`src/rtl/wb_regfile.sv`:
```
// Writeback stage and architectural register file.
// Commits execute results (buffered in a small FIFO) and memory load results
// (higher priority, always accepted) through a single GPR write port. Serves
// decode with two write-first bypassed read ports and a per-register pending
// write scoreboard that raises DEC_HAZARD.
//
// Ports:
//   CLK, RSTN                  clock, synchronous active-low reset
//   EX_VALID/EX_READY          execute result handshake
//   EX_RESULT, EX_RD           execute result payload
//   MEM_VALID, MEM_RESULT, MEM_RD   load result (no backpressure)
//   RS1_/RS2_SEL, _USE, _DATA  decode read ports
//   ISSUE_VALID, ISSUE_RD      decode issue of a register-writing instruction
//   DEC_HAZARD                 decode must stall (combinational)
//   WB_VALID, WB_SEL, WB_DATA  registered retire strobe and payload
module wb_regfile #(
    parameter int unsigned XCNT       = 32,
    parameter int unsigned XLEN       = 32,
    parameter int unsigned FIFO_DEPTH = 2
) (
    input  logic                     CLK,
    input  logic                     RSTN,
    input  logic                     EX_VALID,
    output logic                     EX_READY,
    input  logic [XLEN-1:0]          EX_RESULT,
    input  logic [$clog2(XCNT)-1:0]  EX_RD,
    input  logic                     MEM_VALID,
    input  logic [XLEN-1:0]          MEM_RESULT,
    input  logic [$clog2(XCNT)-1:0]  MEM_RD,
    input  logic [$clog2(XCNT)-1:0]  RS1_SEL,
    input  logic [$clog2(XCNT)-1:0]  RS2_SEL,
    input  logic                     RS1_USE,
    input  logic                     RS2_USE,
    output logic [XLEN-1:0]          RS1_DATA,
    output logic [XLEN-1:0]          RS2_DATA,
    input  logic                     ISSUE_VALID,
    input  logic [$clog2(XCNT)-1:0]  ISSUE_RD,
    output logic                     DEC_HAZARD,
    output logic                     WB_VALID,
    output logic [$clog2(XCNT)-1:0]  WB_SEL,
    output logic [XLEN-1:0]          WB_DATA
);

    localparam int unsigned RW = $clog2(XCNT);
    localparam int unsigned PW = $clog2(FIFO_DEPTH);

    logic [XLEN-1:0] fifo_data [FIFO_DEPTH];
    logic [RW-1:0]   fifo_rd   [FIFO_DEPTH];
    logic [PW:0]     wr_ptr;
    logic [PW:0]     rd_ptr;
    logic            fifo_full;
    logic            fifo_empty;
    logic            push;
    logic            pop;

    logic            ret_valid;
    logic [RW-1:0]   ret_rd;
    logic [XLEN-1:0] ret_data;
    logic            ret_dec;

    logic [XLEN-1:0] gpr     [XCNT];
    logic [1:0]      cnt     [XCNT];
    logic [1:0]      cnt_nxt [XCNT];
    logic [1:0]      eff1;
    logic [1:0]      eff2;
    logic            issue_ok;

    // Extra pointer MSB distinguishes full from empty when the indices match.
    assign fifo_empty = (wr_ptr == rd_ptr);
    assign fifo_full  = (wr_ptr[PW] != rd_ptr[PW]) && (wr_ptr[PW-1:0] == rd_ptr[PW-1:0]);
    assign EX_READY   = !fifo_full;
    assign push       = EX_VALID && !fifo_full;

    // Write-port arbitration: loads first, then the FIFO head.
    always_comb begin
        ret_valid = 1'b0;
        ret_rd    = '0;
        ret_data  = '0;
        pop       = 1'b0;
        if (MEM_VALID) begin
            ret_valid = 1'b1;
            ret_rd    = MEM_RD;
            ret_data  = MEM_RESULT;
        end else if (!fifo_empty) begin
            ret_valid = 1'b1;
            ret_rd    = fifo_rd[rd_ptr[PW-1:0]];
            ret_data  = fifo_data[rd_ptr[PW-1:0]];
            pop       = 1'b1;
        end
    end

    // A retire only decrements a live counter; a zero counter is a protocol error and holds.
    assign ret_dec = ret_valid && (ret_rd != '0) && (cnt[ret_rd] != 2'd0);

    // Read ports with write-first bypass of the retiring value.
    always_comb begin
        RS1_DATA = gpr[RS1_SEL];
        RS2_DATA = gpr[RS2_SEL];
        if (ret_valid && ret_rd == RS1_SEL) RS1_DATA = ret_data;
        if (ret_valid && ret_rd == RS2_SEL) RS2_DATA = ret_data;
        if (RS1_SEL == '0) RS1_DATA = '0;
        if (RS2_SEL == '0) RS2_DATA = '0;
    end

    // Hazard uses the pending count net of this cycle's retire; saturation uses the raw count.
    always_comb begin
        eff1 = cnt[RS1_SEL] - 2'(ret_dec && ret_rd == RS1_SEL);
        eff2 = cnt[RS2_SEL] - 2'(ret_dec && ret_rd == RS2_SEL);
        DEC_HAZARD = (RS1_USE && RS1_SEL != '0 && eff1 != 2'd0)
                  || (RS2_USE && RS2_SEL != '0 && eff2 != 2'd0)
                  || (ISSUE_VALID && ISSUE_RD != '0 && cnt[ISSUE_RD] == 2'd3);
    end

    assign issue_ok = ISSUE_VALID && !DEC_HAZARD && (ISSUE_RD != '0);

    // Scoreboard next state: issue and retire to the same register cancel.
    always_comb begin
        for (int i = 0; i < XCNT; i++) begin
            cnt_nxt[i] = cnt[i];
            if (i != 0) begin
                if (issue_ok && ISSUE_RD == RW'(i) && !(ret_dec && ret_rd == RW'(i)))
                    cnt_nxt[i] = cnt[i] + 2'd1;
                else if (ret_dec && ret_rd == RW'(i) && !(issue_ok && ISSUE_RD == RW'(i)))
                    cnt_nxt[i] = cnt[i] - 2'd1;
            end
        end
    end

    // FIFO pointers.
    always_ff @(posedge CLK) begin
        if (!RSTN) begin
            wr_ptr <= '0;
            rd_ptr <= '0;
        end else begin
            if (push) wr_ptr <= wr_ptr + (PW+1)'(1);
            if (pop)  rd_ptr <= rd_ptr + (PW+1)'(1);
        end
    end

    // FIFO storage; contents are don't-care while empty.
    always_ff @(posedge CLK) begin
        if (push) begin
            fifo_data[wr_ptr[PW-1:0]] <= EX_RESULT;
            fifo_rd[wr_ptr[PW-1:0]]   <= EX_RD;
        end
    end

    // GPR write port and scoreboard state.
    always_ff @(posedge CLK) begin
        if (!RSTN) begin
            for (int i = 0; i < XCNT; i++) begin
                gpr[i] <= '0;
                cnt[i] <= 2'd0;
            end
        end else begin
            if (ret_valid && ret_rd != '0) gpr[ret_rd] <= ret_data;
            for (int i = 0; i < XCNT; i++) cnt[i] <= cnt_nxt[i];
        end
    end

    // Registered retire strobe.
    always_ff @(posedge CLK) begin
        if (!RSTN) begin
            WB_VALID <= 1'b0;
            WB_SEL   <= '0;
            WB_DATA  <= '0;
        end else begin
            WB_VALID <= ret_valid;
            if (ret_valid) begin
                WB_SEL  <= ret_rd;
                WB_DATA <= ret_data;
            end
        end
    end

    // Retiring to a register with nothing pending means the issue side lost track.
    always_ff @(posedge CLK) begin
        if (RSTN && ret_valid && ret_rd != '0)
            assert (cnt[ret_rd] != 2'd0)
            else $error("wb_regfile: retire to x%0d with no pending write", ret_rd);
    end

endmodule

```
`config.mk`:
```
export PLATFORM = sky130hd
export DESIGN_NAME = wb_regfile
export DESIGN_NICKNAME = d
export VERILOG_FILES = /design/src/rtl/wb_regfile.sv
export SDC_FILE = /design/constraint.sdc
export NUM_CORES = 2
export LEC_CHECK = 0
export CAP_MARGIN = 0
export CORE_ASPECT_RATIO = 0.9
export CORE_MARGIN = 2
export CORE_UTILIZATION = 58
export CTS_BUF_LIST = sky130_fd_sc_hd__clkbuf_8
export CTS_CLUSTER_DIAMETER = 100
export DETAILED_ROUTE_END_ITERATION = 10
export HOLD_SLACK_MARGIN = 0.08
export PLACE_DENSITY_LB_ADDON = 0.08
export SLEW_MARGIN = 25
export SYNTH_ARGS = -nofsm -noshare
export SYNTH_HDL_FRONTEND = slang
export SYNTH_SLANG_ARGS = --single-unit
```
`constraint.sdc`:
```
create_clock -name CLK -period 3.8 [get_ports CLK]
set_clock_uncertainty 0.05 [all_clocks]
set_input_delay 0.38 -clock CLK [delete_from_list [all_inputs] [get_ports CLK]]
set_output_delay 0.38 -clock CLK [all_outputs]
set_load 0.1 [all_outputs]
```
==> impl_metrics.toml <==
[clocking]
clock_tree.buffer_depth = 3
cts.htree.levels = 4
cts.clk_slew.worst_paths_ns = 0.06
clock_latency_ns = 0.92
clockRootBuffer = "clkbuf_8"
cts.sinks = 1203
clock_tree_from_tritoncts = "done"
cts_buffer_count = 194

[synthesis]
fraction_of_synthesis_flops_using_an_asynchronous_set_or_reset_pin_pct = 0
synth_flop_cell = "edfxtp_1"
synthDominantCellAreaShare_pct = 53.1
yosys.cell_count.top_type = "nor2_1"
synth-edff-count = 1098
synth_sequential_area_ratio_pct = 56.5
mappedNetlistArea_mm2 = 0.0621
yosysWarningCount = 0
yosys-top-cells-area = "edfxtp_1 (53%), mux4_2 (24%), nor2_1 (7.2%)"
synth_cell_types = 65
avgSynthCellArea_um2 = 14.0
ys_seq_elements = 1203
netlist_instances = 4432
ys_top_cells_by_count = "nor2_1 (1,183), edfxtp_1 (1,098), mux4_2 (672)"
post_synthesis_cell_type_with_the_largest_combined_area = "edfxtp_1"

[layout]
drive_above_1_share_pct = 36.3
fin_nets = 5083
cell_area_after_layout_mm2 = 0.0764
syn_to_final_growth_pct = 23.1
post-route-util_pct = 72.2

[detailed_routing]
detail_route.drc_violations = 0
drt-wirelength-per-cell_um = 34.1
route.vias.total = 45200
final_antenna_net_count = 0
totalWireLength_um = 221000
first_iter_violations = 6863
route.detailed.vias_per_inst = 6.96
pre_repair_dr_iteration_count = 6

[floorplan]
core-area_mm2 = 0.106
die-width_um = 349
die-height_um = 314
pin_count = 200
dieArea_mm2 = 0.110
initial_cell_density_of_the_core_pct = 58.6
core.rowCount = 113

[timing]
max_clk_rate_ghz = 0.233
setup_viol = 126
finalSetupTns_ns = -32.25
max_slew_margin_pct = 26.7
timing.final.hold_violations = 0
worstMarginPinSlew_ns = 1.10
fin_worst_hold_slack_ns = 0.162
timing.final.ws_setup_ns = -0.490
timing.final.crit_period_ns = 4.29
slew_violations = 0
grt_setup_unrepaired = "true"
period_share_pct = 113

[grt]
grt_pass1_vias = 44900
grtUsageTotal_pct = 40.8
grt_first_pass_wirelength_um = 314000
antenna_found_initial = 4
gr-total-overflow = 0
pin_count_of_the_biggest_net_entering_global_routing = 105

[power_and_ir_drop]
irDropWorstVdd_uv = 440
totalPowerFinal_uw = 37500
p_leak_uw = 0.0273
power_density_mw_per_mm2 = 491

[status]
violations = "setup timing"
run_status = "complete, but fails checks"

[worst_setup_path]
worst-setup-path-type = "register to output pin"
end_kind = "output pin"
start_kind = "register"
cp_max_fo = 6
critical_path_required_time_ns = 3.37
worst-endpoint-arrival_ns = 3.86

[placement]
dpl_cell_area_mm2 = 0.0700
place.detailed.hpwl_um = 139000
routabilityCongestion = 0.979
place.port_buffers = 199

[hold_path]
min_path_type = "input port to register"

[job]
max_cap_check_violation_count = 0
-- routing by layer --
layer | routed length [µm] | GRT usage (%)
met5 | 106 | 0
met4 | 13800 | 21.4
met3 | 34200 | 12.0
met2 | 98900 | 60.4
met1 | 74300 | 55.4
-- layout by cell type, fill, tap and decap left out, types with 7 or more instances in the layout --
cell type,n
o21ai_0,29
a21oi_4,25
dlygate4sd3_1,41
a211oi_2,25
inv_6,9
a21oi_2,54
buf_8,8
nor2_4,61
and2_1,37
xor2_1,59
nor2_1,1095
ha_4,20
o21ai_1,22
conb_1,32
nand3_1,20
clkdlybuf4s50_1,123
clkbuf_8,205
a21oi_1,68
nand2_1,205
ha_1,9
and3_1,20
edfxtp_1,1098
buf_6,47
buf_12,151
dfxtp_1,100
mux2i_1,40
nor2_2,27
mux4_2,672
a211oi_4,40
clkinv_2,13
o21bai_1,7
nand2_2,59
or3_1,25
a211oi_1,16
nor3_1,8
clkinv_1,43
o211ai_1,9
buf_4,349
inv_1,83
-- state kept, by name, summed over array words and instances (netlist names), named ones only --
name	cells
WB_DATA	32
WB_SEL	5
WB_VALID	1
cnt	62
fifo_data	64
fifo_rd	10
gpr	1024
rd_ptr	2
wr_ptr	2
-- power breakdown --
| group | switching [µW] | internal, µW | total [µW] |
|---|---|---|---|
| clock | 5440 | 5330 | 10800 |
| combinational | 6980 | 3900 | 10900 |
| sequential | 490 | 15300 | 15800 |
| total | 12900 | 24600 | 37500 |
-- final timing paths --
kind | from | end | slack (ns) | depth (start not counted)
worst max register to register | rd_ptr[0] | cnt[23][1] | -0.23 | 22
worst min-delay path | MEM_VALID | WB_SEL[1] | 0.16 | 6
worst max-delay path | rd_ptr[0] | RS2_DATA[17] | -0.49 | 14
worst min register to register | WB_DATA[17] | WB_DATA[17] | 0.40 | 2
-- critical path, cell delays in order (launching register included) --
cell and delay [ns]:
dfxtp_4 0.37, xor2_4 0.19, buf_4 0.14, o211a_1 0.24, buf_4 0.16, nor3_2 0.19
o221ai_2 0.17, nor4_4 0.19, nor2b_4 0.21, buf_12 0.18, buf_16 0.18, buf_12 0.12
a211oi_2 0.04, a211oi_2 0.32, buf_12 0.22
-- cell families after synthesis --
| logic type | Yosys count | share of synthesized area [%] |
|---|---|---|
| buffers and inverters | 444 | 2.80 |
| AOI/OAI and AO/OA | 347 | 3.50 |
| muxes | 723 | 25.2 |
| DFF | 1203 | 56.5 |
| xor gates and xnor gates | 73 | 1.03 |
| adders and majority gates | 31 | 0.625 |
| and+or+nand+nor | 1610 | 10.4 |
| other | 1 | 0.00604 |
-- area by class of cell --
| type | count | area (µm²) |
|---|---|---|
| inverters | 13 | 58.8 |
| clock buffers | 205 | 2820 |
| well taps | 1380 | 1730 |
| repair buffers | 727 | 8080 |
| clock inverters | 148 | 785 |
| diodes | 2 | 5.00 |
| flip-flops and latches | 1203 | 35100 |
| multi-input cells | 2817 | 27900 |
| fillers | 6975 | 29500 |
-- stage by stage --
step | instances | setup WS (ns)
2_1_floorplan | 4463 | -0.314
3_3_place_gp | 6043 | -0.210
3_5_place_dp | 6043 | -0.191
4_1_cts | 6465 | -0.468
5_1_grt | 6494 | -0.592
6_report | 6495 | -0.490
-- repair_timing --
action | in CTS | in global routing
setup endpoints to repair | 108 | 127
setup buffers | 34 | 37
resized for setup | 108 | 309
hold buffers | 41 | 0
pin swaps | 42 | 118
hold endpoints to repair | 100 | 0
gates cloned | 6 | 4
Note: power is estimated with default switching activity, not from simulation.
